===== config.mk =====
export PLATFORM = sky130hd
export DESIGN_NAME = sinusoid_increment
export DESIGN_NICKNAME = d
export VERILOG_FILES = /design/src/rtl/sinusoid_increment_pkg.sv /design/src/rtl/sinusoid_increment_seq_divider.sv /design/src/rtl/sinusoid_increment.sv
export SDC_FILE = /design/constraint.sdc
export NUM_CORES = 1
export LEC_CHECK = 0
export ABC_CLOCK_PERIOD_IN_PS = 6700
export CAP_MARGIN = 10
export CORE_ASPECT_RATIO = 1.25
export CORE_MARGIN = 8
export CORE_UTILIZATION = 38
export DETAILED_ROUTE_END_ITERATION = 8
export GPL_TIMING_DRIVEN = 0
export PLACE_DENSITY = 0.56
export REMOVE_ABC_BUFFERS = 1
export SYNTH_ARGS = -nofsm -noshare
export SYNTH_HDL_FRONTEND = slang
export SYNTH_HIERARCHICAL = 1
export SYNTH_SLANG_ARGS = --single-unit
export TNS_END_PERCENT = 5

===== constraint.sdc =====
create_clock -name Sys_clk -period 6.7 [get_ports Sys_clk]
set_clock_uncertainty 0.1 [all_clocks]
set_input_delay 1.005 -clock Sys_clk [delete_from_list [all_inputs] [get_ports Sys_clk]]
set_output_delay 1.005 -clock Sys_clk [all_outputs]
set_load 0.02 [all_outputs]

===== src/rtl/sinusoid_increment_pkg.sv =====
// Shared widths, default sample rate and FSM state codes for the sinusoid
// phase-increment calculator.
package sinusoid_increment_pkg;

    localparam int unsigned WIDTH           = 32;
    localparam int unsigned SAMPLE_RATE_DEF = 48000;

    localparam logic [1:0] ST_IDLE  = 2'd0;
    localparam logic [1:0] ST_CHECK = 2'd1;
    localparam logic [1:0] ST_DIV   = 2'd2;
    localparam logic [1:0] ST_DONE  = 2'd3;

endpackage


===== src/rtl/sinusoid_increment_seq_divider.sv =====
// Restoring divider by a constant: one quotient bit per enabled cycle, MSB first.
// The upper dividend half must be below the divisor so the quotient fits W bits.
module sinusoid_increment_seq_divider #(
    parameter int unsigned W       = 32,
    parameter int unsigned DIVISOR = 48000
) (
    input  logic           clk_i,
    input  logic           rst_i,
    input  logic           ce_i,
    input  logic           start_i,
    input  logic [2*W-1:0] dividend_i,
    output logic           busy_o,
    output logic           done_c_o,
    output logic [W-1:0]   quot_o
);

    localparam int unsigned CW = $clog2(W);

    logic [W-1:0]  rem_q, rem_d;
    logic [W-1:0]  shreg_q, shreg_d;
    logic [CW-1:0] count_q, count_d;
    logic          busy_q, busy_d;
    logic [W:0]    trial;
    logic          qbit;

    // Low dividend bits shift out of shreg into rem while quotient bits shift in.
    always_comb begin
        rem_d   = rem_q;
        shreg_d = shreg_q;
        count_d = count_q;
        busy_d  = busy_q;
        trial   = {rem_q, shreg_q[W-1]};
        qbit    = (trial >= (W+1)'(DIVISOR));
        if (start_i) begin
            rem_d   = dividend_i[2*W-1:W];
            shreg_d = dividend_i[W-1:0];
            count_d = '0;
            busy_d  = 1'b1;
        end else if (busy_q) begin
            rem_d   = qbit ? W'(trial - (W+1)'(DIVISOR)) : W'(trial);
            shreg_d = {shreg_q[W-2:0], qbit};
            count_d = count_q + CW'(1);
            if (count_q == CW'(W-1)) begin
                busy_d = 1'b0;
            end
        end
    end

    always_ff @(posedge clk_i or posedge rst_i) begin
        if (rst_i) begin
            rem_q   <= '0;
            shreg_q <= '0;
            count_q <= '0;
            busy_q  <= 1'b0;
        end else if (ce_i) begin
            rem_q   <= rem_d;
            shreg_q <= shreg_d;
            count_q <= count_d;
            busy_q  <= busy_d;
        end
    end

    assign busy_o   = busy_q;
    assign done_c_o = ce_i && busy_q && (count_q == CW'(W-1));
    assign quot_o   = shreg_q;

endmodule


===== src/rtl/sinusoid_increment.sv =====
// Converts a frequency in Hz into the NCO phase increment floor(Freq*2^32/SAMPLE_RATE),
// recomputing whenever Freq differs from the last latched value.
module sinusoid_increment
    import sinusoid_increment_pkg::*;
#(
    parameter int unsigned SAMPLE_RATE = SAMPLE_RATE_DEF
) (
    input  logic             Sys_clk,
    input  logic             Sin_rst,
    input  logic             Sin_ce,
    input  logic [WIDTH-1:0] Freq,
    output logic [WIDTH-1:0] Sin_inc
);

    logic [1:0]       state_q, state_d;
    logic [WIDTH-1:0] f_q, f_d;
    logic [WIDTH-1:0] inc_q, inc_d;
    logic             valid_q, valid_d;
    logic             div_start;
    logic             div_busy;
    logic             div_done_c;
    logic [WIDTH-1:0] div_quot;

    always_comb begin
        state_d   = state_q;
        f_d       = f_q;
        inc_d     = inc_q;
        valid_d   = valid_q;
        div_start = 1'b0;
        case (state_q)
            ST_IDLE: begin
                if (Sin_ce && (!valid_q || (Freq != f_q))) begin
                    f_d     = Freq;
                    state_d = ST_CHECK;
                end
            end
            ST_CHECK: begin
                if (f_q >= WIDTH'(SAMPLE_RATE)) begin
                    inc_d   = '1;
                    valid_d = 1'b1;
                    state_d = ST_IDLE;
                end else if (f_q == '0) begin
                    inc_d   = '0;
                    valid_d = 1'b1;
                    state_d = ST_IDLE;
                end else begin
                    div_start = Sin_ce;
                    state_d   = ST_DIV;
                end
            end
            ST_DIV: begin
                if (div_done_c) begin
                    state_d = ST_DONE;
                end
            end
            default: begin
                inc_d   = div_quot;
                valid_d = 1'b1;
                state_d = ST_IDLE;
            end
        endcase
    end

    always_ff @(posedge Sys_clk or posedge Sin_rst) begin
        if (Sin_rst) begin
            state_q <= ST_IDLE;
            f_q     <= '0;
            inc_q   <= '0;
            valid_q <= 1'b0;
        end else if (Sin_ce) begin
            state_q <= state_d;
            f_q     <= f_d;
            inc_q   <= inc_d;
            valid_q <= valid_d;
        end
    end

    sinusoid_increment_seq_divider #(
        .W       (WIDTH),
        .DIVISOR (SAMPLE_RATE)
    ) u_div (
        .clk_i      (Sys_clk),
        .rst_i      (Sin_rst),
        .ce_i       (Sin_ce),
        .start_i    (div_start),
        .dividend_i ({f_q, WIDTH'(0)}),
        .busy_o     (div_busy),
        .done_c_o   (div_done_c),
        .quot_o     (div_quot)
    );

    assign Sin_inc = inc_q;

endmodule


==> results.ini, run 1 <==
[status]
status = completed

[route]
routed_wl_um = 18200
num_vias = 5398
dr.pass1.iters = 5
routedWlPerCell_um = 18.0
drt_iter0_drc = 391
viasPerCell = 5.34
postRouteAntennaNets = 0
drc = 0

[synthesis]
syn_avg_cell_area_um2 = 10.4
ys_warn_count = 6
synth_area_leaders = dfrtp_1, mux2i_1, nand2_1
async_flop_share_pct = 100
synthFlopType = dfrtp_1
yosysTopAreaCell = dfrtp_1
yosysSeqAreaShare_pct = 48.3
syn_area_um2 = 7100
synth_top_area_share_pct = 48.3
ys_seq_elements = 137
netlist_instances = 686
ys_types = 58
synth_edf_count = 0

[floorplanning]
die_w_um = 138
start_util_pct = 38.3
rows = 56
die_area_um2 = 23400
core-area_um2 = 18600
ios = 67
die_y_um = 169

[global_routing]
grt_pass1_vias = 5641
grt_max_degree = 68
grt_pass1_wl_um = 29600
grt_overflow = 0
antenna_found_initial = 0
grtUsageTotal_pct = 15.7

[critical_path]
cp_max_fo = 35
path_buf_inv = 1
crit_chain = clkdlybuf4s50_1, and4_4, o21a_1, nand2b_1, o22ai_1
setup.worst_path.end_class = flip-flop
rrSetupSlack_ps = 2160
cp_slowest_stage_delay_ps = 1100
r2r-start = f_q[30]$_DFFE_PP0P_
crit_start = Sin_ce
required_ps = 6920
crit_slowest_cell = clkdlybuf4s50_1
worst_setup_path_start_kind = primary input
cp.arrival_ps = 4960
crit_type = in -> reg
crit_family = simple AND/OR/NAND/NOR gates

[timing]
setup_slack_ps = 1960
tightest_slew_ps = 1170
fmax_mhz = 211
slew_violations = 0
fin_tns_setup_ps = 0
slew_headroom_pct = 22.1
hold_viol = 0
grt_setup_unrepaired = no
setup_viol = 0
fin_crit_sh_pct = 70.8
fin_crit_ps = 4740

[clocking]
path_clk_slew_ps = 60
clkSinkCount = 137
hold_buffers = 0
cts_setup_buffers = 0
clockBufferDepth = 2
cts_max_level = 4
cts_resized = 0
cts_root_buffer = clkbuf_16
tritoncts = done
cts_buffers = 17
clock_latency_ps = 420

[power_and_ir_drop]
p_leak_nw = 3.57
clkPwrFrac_pct = 37.6
power-per-cell-area_nw_per_um2 = 294
p_int_mw = 1.83
vdd.ir_drop.worst_mv = 0.171
p_sw_share_pct = 29.3
p_sw_uw = 756
power_frac_seq_pct = 40.0
comb_power_share_pct = 22.4

[hold_path]
min_path_type = reg -> reg
hold_start = valid_q$_DFFE_PP0P_

[layout]
drive_above_1_share_pct = 12.5
num_antenna_cells = 0
nNetsFinal = 803
fillCellCount = 1721
area_growth_pct = 23.5

[placed_design]
place_ws_ps = 1610
io_buffers = 66
gp_congestion = 0.883
dp_hpwl_um = 12400

[flow_run]
maxCapViolCount = 0

## logic make-up (layout without fill, tap and decap cells)
kind of cell | after synthesis | in the layout | synth area share [%]
and+or+nand+nor | 206 | 206 | 14.3
AOI/OAI and AO/OA | 166 | 166 | 15.9
DFF | 137 | 137 | 48.3
muxes | 68 | 68 | 11.1
xor gates and xnor gates | 53 | 53 | 6.53
buffers and inverters | 52 | 113 | 3.38
adders and majority gates | 3 | 3 | 0.528
other | 1 | 32 | 0.0528
## state kept, by name, summed over array words and instances, names as in the netlist
register and cells:
Sin_inc 32, f_q 32, u_div/quot_o 32, u_div/rem_q 32
u_div/count_q 5, state_q 2, u_div/busy_o 1, valid_q 1
## synth_stat cells (2+ instances only)
cell type,count
dfrtp_1,137
nand2_1,102
o21ai_0,46
mux2i_1,41
a2bb2oi_1,32
nor2_1,31
xnor2_1,31
clkbuf_1,30
a21oi_1,25
xor2_1,22
o22ai_1,21
mux2_4,20
nand4_1,13
nor4_1,13
o21ai_1,12
buf_2,9
inv_1,8
nor3_1,8
mux2_2,7
nand3_1,7
and3_1,6
a31oi_1,5
o211ai_2,5
buf_6,4
o21a_1,4
ha_1,3
nand3b_1,3
nor2b_1,3
or3_1,3
a22o_1,2
nand2b_1,2
nor4_4,2
o2111ai_2,2
o211ai_1,2
o21bai_1,2
## worst paths after layout
kind / to / cells past startpoint
min: valid_q$_DFFE_PP0P_ / 1
min in group asynchronous: u_div/quot_o[6]$_DFFE_PP0P_ / 2
max: u_div/rem_q[11]$_DFFE_PP0P_ / 5
max in group asynchronous: f_q[11]$_DFFE_PP0P_ / 2
min reg2reg: valid_q$_DFFE_PP0P_ / 1
max reg2reg: u_div/rem_q[11]$_DFFE_PP0P_ / 7
## power groups by stage
stage / Sequential [mW] / Combinational [mW] / Clock, mW
4_1_cts: 1.03 / 0.585 / 0.990
3_5_place_dp: 1.05 / 0.579 / 0
3_3_place_gp: 1.05 / 0.569 / 0
2_1_floorplan: 1.09 / 0.287 / 0
6_report: 1.03 / 0.578 / 0.972
5_1_grt: 1.05 / 0.622 / 1.02
## placed cells by master (no fill, tap or decap), drive strengths merged, types with 2 or more instances in the layout
| cell | n |
|---|---|
| dfrtp | 137 |
| nand2 | 104 |
| clkdlybuf4s50 | 66 |
| o21ai | 59 |
| mux2i | 41 |
| nor2 | 33 |
| a2bb2oi | 32 |
| conb | 32 |
| xnor2 | 31 |
| mux2 | 27 |
| a21oi | 26 |
| xor2 | 22 |
| o22ai | 22 |
| clkbuf | 18 |
| nor4 | 15 |
| nand4 | 14 |
| inv | 10 |
| nor3 | 8 |
| nand3 | 7 |
| a31oi | 7 |
| buf | 7 |
| o211ai | 7 |
| clkinv | 7 |
| and3 | 6 |
| o21a | 5 |
| or3 | 3 |
| bufinv | 3 |
| nand3b | 3 |
| ha | 3 |
| nor2b | 3 |
| a22o | 2 |
| clkinvlp | 2 |
| nand2b | 2 |
| o21bai | 2 |
| o2111ai | 2 |
| or4 | 2 |
| nor3b | 2 |
## stage by stage
| step | hold WS (ps) | instance area, µm² | instances | util [%] | total power, mW |
|---|---|---|---|---|---|
| 2_1_floorplan | 330 | 7010 | 673 | - | 1.38 |
| 4_1_cts | 363 | 8750 | 1009 | 47.1 | 2.61 |
| 3_5_place_dp | 348 | 8140 | 977 | 43.8 | 1.63 |
| 3_3_place_gp | 345 | 7960 | 971 | 42.9 | 1.61 |
| 6_report | 363 | 8780 | 1010 | 47.3 | 2.58 |
| 5_1_grt | 408 | 8780 | 1010 | 47.3 | 2.69 |
## routing by layer
metal / GRT usage [%] / up-vias / part of all wire, %
met5: 0 / - / 0
met4: 6.20 / 0 / 2.4
met3: 4.48 / 25 / 5.0
met2: 26.4 / 120 / 49
met1: 18.6 / 2674 / 44
li1: - / 2579 / -
## final cells by class
class	instances	area [µm²]	area share (%)
clock buffers	18	439	5.00
repair buffers	73	833	9.50
multi-input cells	528	3580	40.8
inverters	8	35.0	0.399
well taps	232	290	3.31
clock inverters	14	173	1.97
flip-flops and latches	137	3430	39.1
Power figures use the tool's default switching activity.
==> run 2, diff against run 1 <==
--- a/config.mk
+++ b/config.mk
@@ -5,14 +5,14 @@
 export SDC_FILE = /design/constraint.sdc
 export NUM_CORES = 1
 export LEC_CHECK = 0
-export ABC_CLOCK_PERIOD_IN_PS = 6700
+export ABC_CLOCK_PERIOD_IN_PS = 4100
 export CAP_MARGIN = 10
 export CORE_ASPECT_RATIO = 1.25
 export CORE_MARGIN = 8
 export CORE_UTILIZATION = 38
 export DETAILED_ROUTE_END_ITERATION = 8
 export GPL_TIMING_DRIVEN = 0
-export PLACE_DENSITY = 0.56
+export PLACE_DENSITY = 0.58
 export REMOVE_ABC_BUFFERS = 1
 export SYNTH_ARGS = -nofsm -noshare
 export SYNTH_HDL_FRONTEND = slang
==> constraint.sdc (replaced) <==
create_clock -name Sys_clk -period 4.1 [get_ports Sys_clk]
set_clock_uncertainty 0.1 [all_clocks]
set_input_delay 0.615 -clock Sys_clk [delete_from_list [all_inputs] [get_ports Sys_clk]]
set_output_delay 0.615 -clock Sys_clk [all_outputs]
set_load 0.02 [all_outputs]
==> run 2 against run 1 <==
Compared with the run above: die area is the same; global-route usage increased by 0.12 points; power rose by 61%; routed wire length increased by 1.6%; clock-buffer cell count rose by 1; largest power group unchanged; clock power grew 56%.
==> results.ini, run 2 (synthesized netlist as in run 1, its figures left out) <==
[status]
status = completed

[critical_path]
crit_chain = nor4_1, nand4_1, nor2b_1, and4_4, buf_12, o21a_4, nand2b_2, o22ai_1
crit_slowest_cell = and4_4
crit_type = reg -> reg
path_buf_inv = 1
cp_max_fo = 49
cp.arrival_ps = 3970
setup.worst_path.end_class = flip-flop
cp_slowest_stage_delay_ps = 520
crit_family = simple AND/OR/NAND/NOR gates
required_ps = 4320
worst_setup_path_start_kind = flip-flop

[flow_run]
maxCapViolCount = 0

[clocking]
clock_latency_ps = 420
cts_max_level = 4
tritoncts = done
clockBufferDepth = 2
path_clk_slew_ps = 60
hold_buffers = 0
cts_buffers = 17
clkSinkCount = 137
cts_root_buffer = clkbuf_16

[placed_design]
dp_hpwl_um = 12300
gp_congestion = 0.885
place_ws_ps = -983
io_buffers = 66

[route]
num_vias = 5444
routedWlPerCell_um = 18.3
postRouteAntennaNets = 0
dr.pass1.iters = 4
viasPerCell = 5.38
drt_iter0_drc = 354
drc = 0
routed_wl_um = 18500

[timing]
hold_viol = 0
tightest_slew_ps = 1190
fmax_mhz = 267
fin_crit_ps = 3750
whs_ps = 357
setup_slack_ps = 353
fin_crit_sh_pct = 91.4
setup_viol = 0
slew_headroom_pct = 20.7
grt_setup_unrepaired = no
slew_violations = 0

[global_routing]
grtUsageTotal_pct = 15.8
met1_usage_pct = 18.4
grtUsageMet2_pct = 26.9
grt_util_met3_pct = 4.65
grt_pass1_vias = 5638
antenna_found_initial = 0
grt_pass1_wl_um = 30100
grt_overflow = 0
grt_max_degree = 68
grt_busiest_layer = met2

[power_and_ir_drop]
power_frac_seq_pct = 40.5
p_sw_mw = 1.24
power_mw = 4.17
p_leak_nw = 3.56
clkPwrFrac_pct = 36.6
p_int_mw = 2.93
power-per-cell-area_nw_per_um2 = 475
p_sw_share_pct = 29.6
comb_power_share_pct = 22.9
vdd.ir_drop.worst_mv = 0.271

[floorplanning]
die_area_um2 = 23400
start_util_pct = 38.3
rows = 56
die_w_um = 138
ios = 67
die_y_um = 169
core-area_um2 = 18600

[layout]
nNetsFinal = 805
num_antenna_cells = 0
drive_above_1_share_pct = 12.8
layout_commonest_cell = dfrtp_1
area_growth_pct = 23.5
mostFrequentLayoutCells = dfrtp_1, nand2_1, clkdlybuf4s50_1, o21ai_0, mux2i_1

[hold_path]
min_path_type = reg -> reg

[run 2: changes by cell type in the layout (fill, tap and decap cells not counted), sizes merged]
cell,change
and4,+1
buf,+1
bufinv,-1
clkbuf,+1
clkinv,-4
clkinvlp,+2
inv,+2
[run 2: what timing repair did]
action / CTS / global route
pin swaps: 0 / 1
resized for setup: 2 / 1
setup endpoints to repair: 22 / 21
gates cloned: 0 / 1
buffers inserted: 0 / 0
[run 2: per-stage QoR]
step,instances,util [%],setup TNS (ps),instance area [µm²]
after floorplan,673,-,-127000,7010
after global placement,971,42.9,-365790,7960
after detailed placement,977,43.7,-20660,8120
after CTS,1009,46.9,0,8710
after global routing,1012,47.3,0,8780
final,1012,47.3,0,8780
[run 2: final cells by class]
| class | instances | area, µm² |
|---|---|---|
| clock buffers | 19 | 443 |
| multi-input cells | 529 | 3600 |
| fillers | 1701 | 9790 |
| inverters | 8 | 35.0 |
| repair buffers | 74 | 838 |
| clock inverters | 13 | 144 |
| well taps | 232 | 290 |
| flip-flops and latches | 137 | 3430 |
[run 2: routing by layer]
metal / share of wire, % / wire length, µm
met1: 43 / 7960
met2: 50 / 9330
met3: 4.6 / 843
met4: 2.1 / 391
met5: 0 / 0
[run 2: worst paths after layout]
path | endpoint | cells after the start | start | slack, ps
hold reg to reg | valid_q$_DFFE_PP0P_ | 1 | valid_q$_DFFE_PP0P_ | 360
min in group asynchronous | u_div/quot_o[14]$_DFFE_PP0P_ | 2 | Sin_rst | 440
setup / recovery | u_div/rem_q[31]$_DFFE_PP0P_ | 8 | f_q[27]$_DFFE_PP0P_ | 350
setup reg to reg | u_div/rem_q[31]$_DFFE_PP0P_ | 8 | f_q[27]$_DFFE_PP0P_ | 350
max in group asynchronous | Sin_inc[10]$_DFFE_PP0P_ | 2 | Sin_rst | 2580
hold / removal | valid_q$_DFFE_PP0P_ | 1 | valid_q$_DFFE_PP0P_ | 360
[run 2: power groups by stage]
| stage | combinational [mW] | sequential, mW | clock (mW) |
|---|---|---|---|
| floorplan | 0.469 | 1.78 | 0 |
| global placement | 0.924 | 1.71 | 0 |
| detailed placement | 0.941 | 1.71 | 0 |
| CTS | 0.952 | 1.69 | 1.56 |
| global route | 1.02 | 1.72 | 1.61 |
| finish | 0.953 | 1.69 | 1.52 |
==> run 3, diff against run 2 <==
--- a/config.mk
+++ b/config.mk
@@ -12,8 +12,9 @@
 export CORE_UTILIZATION = 38
 export DETAILED_ROUTE_END_ITERATION = 8
 export GPL_TIMING_DRIVEN = 0
-export PLACE_DENSITY = 0.58
+export PLACE_DENSITY = 0.67
 export REMOVE_ABC_BUFFERS = 1
+export SETUP_SLACK_MARGIN = 0.1
 export SYNTH_ARGS = -nofsm -noshare
 export SYNTH_HDL_FRONTEND = slang
 export SYNTH_HIERARCHICAL = 1
==> constraint.sdc (replaced) <==
create_clock -name Sys_clk -period 4.1 [get_ports Sys_clk]
set_clock_uncertainty 0.1 [all_clocks]
set_input_delay 0.615 -clock Sys_clk [delete_from_list [all_inputs] [get_ports Sys_clk]]
set_output_delay 0.615 -clock Sys_clk [all_outputs]
set_load 0.1 [all_outputs]
==> run 3 against run 2 <==
Compared with the run above: worst setup slack lost 43 ps; die area unchanged; routed wire length down 4.1%; first-iteration DRC count shrank 27%; cell count barely moved; register-to-register slack got worse by 40 ps; critical endpoint is now u_div/rem_q[7]$_DFFE_PP0P_.
==> results.ini, run 3 (synthesized netlist as in run 1, its figures left out) <==
[critical_path]
setup.worst_path.end_class = flip-flop
crit_type = reg -> reg
worst_setup_path_start_kind = flip-flop
required_ps = 4280
cp_max_fo = 54
cp.arrival_ps = 3970

[layout]
drive_above_1_share_pct = 12.5
regArea_um2 = 3430
mostFrequentLayoutCells = dfrtp_1, nand2_1, clkdlybuf4s50_1, o21ai_0, mux2i_1
num_antenna_cells = 0
fillCellCount = 1693
final_core_util_pct = 47.3
multi_input_area_um2 = 3590
nNetsFinal = 804
layout_commonest_cell = dfrtp_1
design_area_um2 = 8790
area_growth_pct = 23.7

[power_and_ir_drop]
power_mw = 4.73
p_leak_nw = 3.57
power-per-cell-area_nw_per_um2 = 539
vdd.ir_drop.worst_mv = 0.499

[flow_run]
maxCapViolCount = 0

[route]
routedWlPerCell_um = 17.6
postRouteAntennaNets = 0
dr.pass1.iters = 5
routed_wl_um = 17800
num_vias = 5401
drc = 0
viasPerCell = 5.34
drt_iter0_drc = 258

[floorplanning]
core-area_um2 = 18600
ios = 67
die_area_um2 = 23400
start_util_pct = 38.3
die_w_um = 138
rows = 56
die_y_um = 169

[clocking]
clockBufferDepth = 2
cts_setup_buffers = 0
cts_root_buffer = clkbuf_16
clock_latency_ps = 420
path_clk_slew_ps = 60
cts_max_level = 4
clkSinkCount = 137
tritoncts = done
cts_buffers = 17

[timing]
fin_crit_sh_pct = 92.4
hold_viol = 0
fin_tns_setup_ps = 0
tightest_slew_ps = 1230
grt_setup_unrepaired = no
fin_crit_ps = 3790
slew_violations = 0
setup_viol = 0
fmax_mhz = 264
slew_headroom_pct = 18.3

[placed_design]
io_buffers = 66
dp_hpwl_um = 11700
gp_congestion = 0.783
placed_cell_area_um2 = 8170

[global_routing]
grt_pass1_wl_um = 29400
grt_max_degree = 68
grt_overflow = 0
grt_pass1_vias = 5483
antenna_found_initial = 0
grtUsageTotal_pct = 15.5

[status]
status = completed

[hold_path]
min_path_type = reg -> reg

-- run 3: changes by cell type in the layout (fill, tap and decap cells not counted), sizes merged --
| cell | before | now |
|---|---|---|
| and4 | 2 | 1 |
| clkbuf | 19 | 20 |
| inv | 12 | 8 |
| clkinvlp | 4 | 2 |
| clkinv | 3 | 7 |
| bufinv | 2 | 3 |
-- run 3: critical path, stage by stage (launching register included) --
cell and delay [ps]:
dfrtp_1 420, nor4_1 440, nand4_1 240, nor2b_1 360
and4_4 630, buf_16 310, o21ai_4 220, buf_16 280
buf_16 170, buf_16 170, a21oi_1 160, o21ai_1 80
-- run 3: power breakdown --
group | switching (mW) | leakage [nW] | internal, mW
Clock | 0.585 | 0.284 | 0.954
Combinational | 1.02 | 1.56 | 0.485
Sequential | 0.170 | 1.72 | 1.52
-- run 3: through the flow --
step | hold WS (ps) | instances | setup slack, ps
5_1_grt | 368 | 1011 | 107
3_3_place_gp | 344 | 971 | -6010
3_5_place_dp | 351 | 978 | -863
2_1_floorplan | 330 | 673 | -2140
4_1_cts | 365 | 1010 | 197
6_report | 358 | 1011 | 310
-- run 3: area by class of cell --
cell class,instances,share of cell area (%)
Clock buffer,20,4.97
Sequential cell,137,39.0
Multi-Input combinational cell,528,40.8
Inverter,8,0.399
Tap cell,232,3.30
Clock inverter,12,1.72
Timing Repair Buffer,74,9.79
-- run 3: final timing paths --
kind | from | cells past startpoint | endpoint | slack (ps)
setup / recovery | f_q[21]$_DFFE_PP0P_ | 11 | u_div/rem_q[7]$_DFFE_PP0P_ | 310
hold / removal | valid_q$_DFFE_PP0P_ | 1 | valid_q$_DFFE_PP0P_ | 360
setup reg to reg | f_q[21]$_DFFE_PP0P_ | 11 | u_div/rem_q[7]$_DFFE_PP0P_ | 310
hold reg to reg | valid_q$_DFFE_PP0P_ | 1 | valid_q$_DFFE_PP0P_ | 360
max in group asynchronous | Sin_rst | 2 | f_q[11]$_DFFE_PP0P_ | 2600
min in group asynchronous | Sin_rst | 2 | u_div/quot_o[20]$_DFFE_PP0P_ | 530
-- run 3: layer usage --
layer,GRT usage (%),part of all wire (%)
met3,4.23,5.5
met2,25.4,49
met1,19.1,43
met5,0,0
met4,5.68,2.3
-- run 3: what timing repair did --
| action | 4_1_cts | 5_1_grt |
|---|---|---|
| hold buffers | 0 | 0 |
| setup endpoints to repair | 21 | 21 |
| gates resized for setup | 2 | 1 |
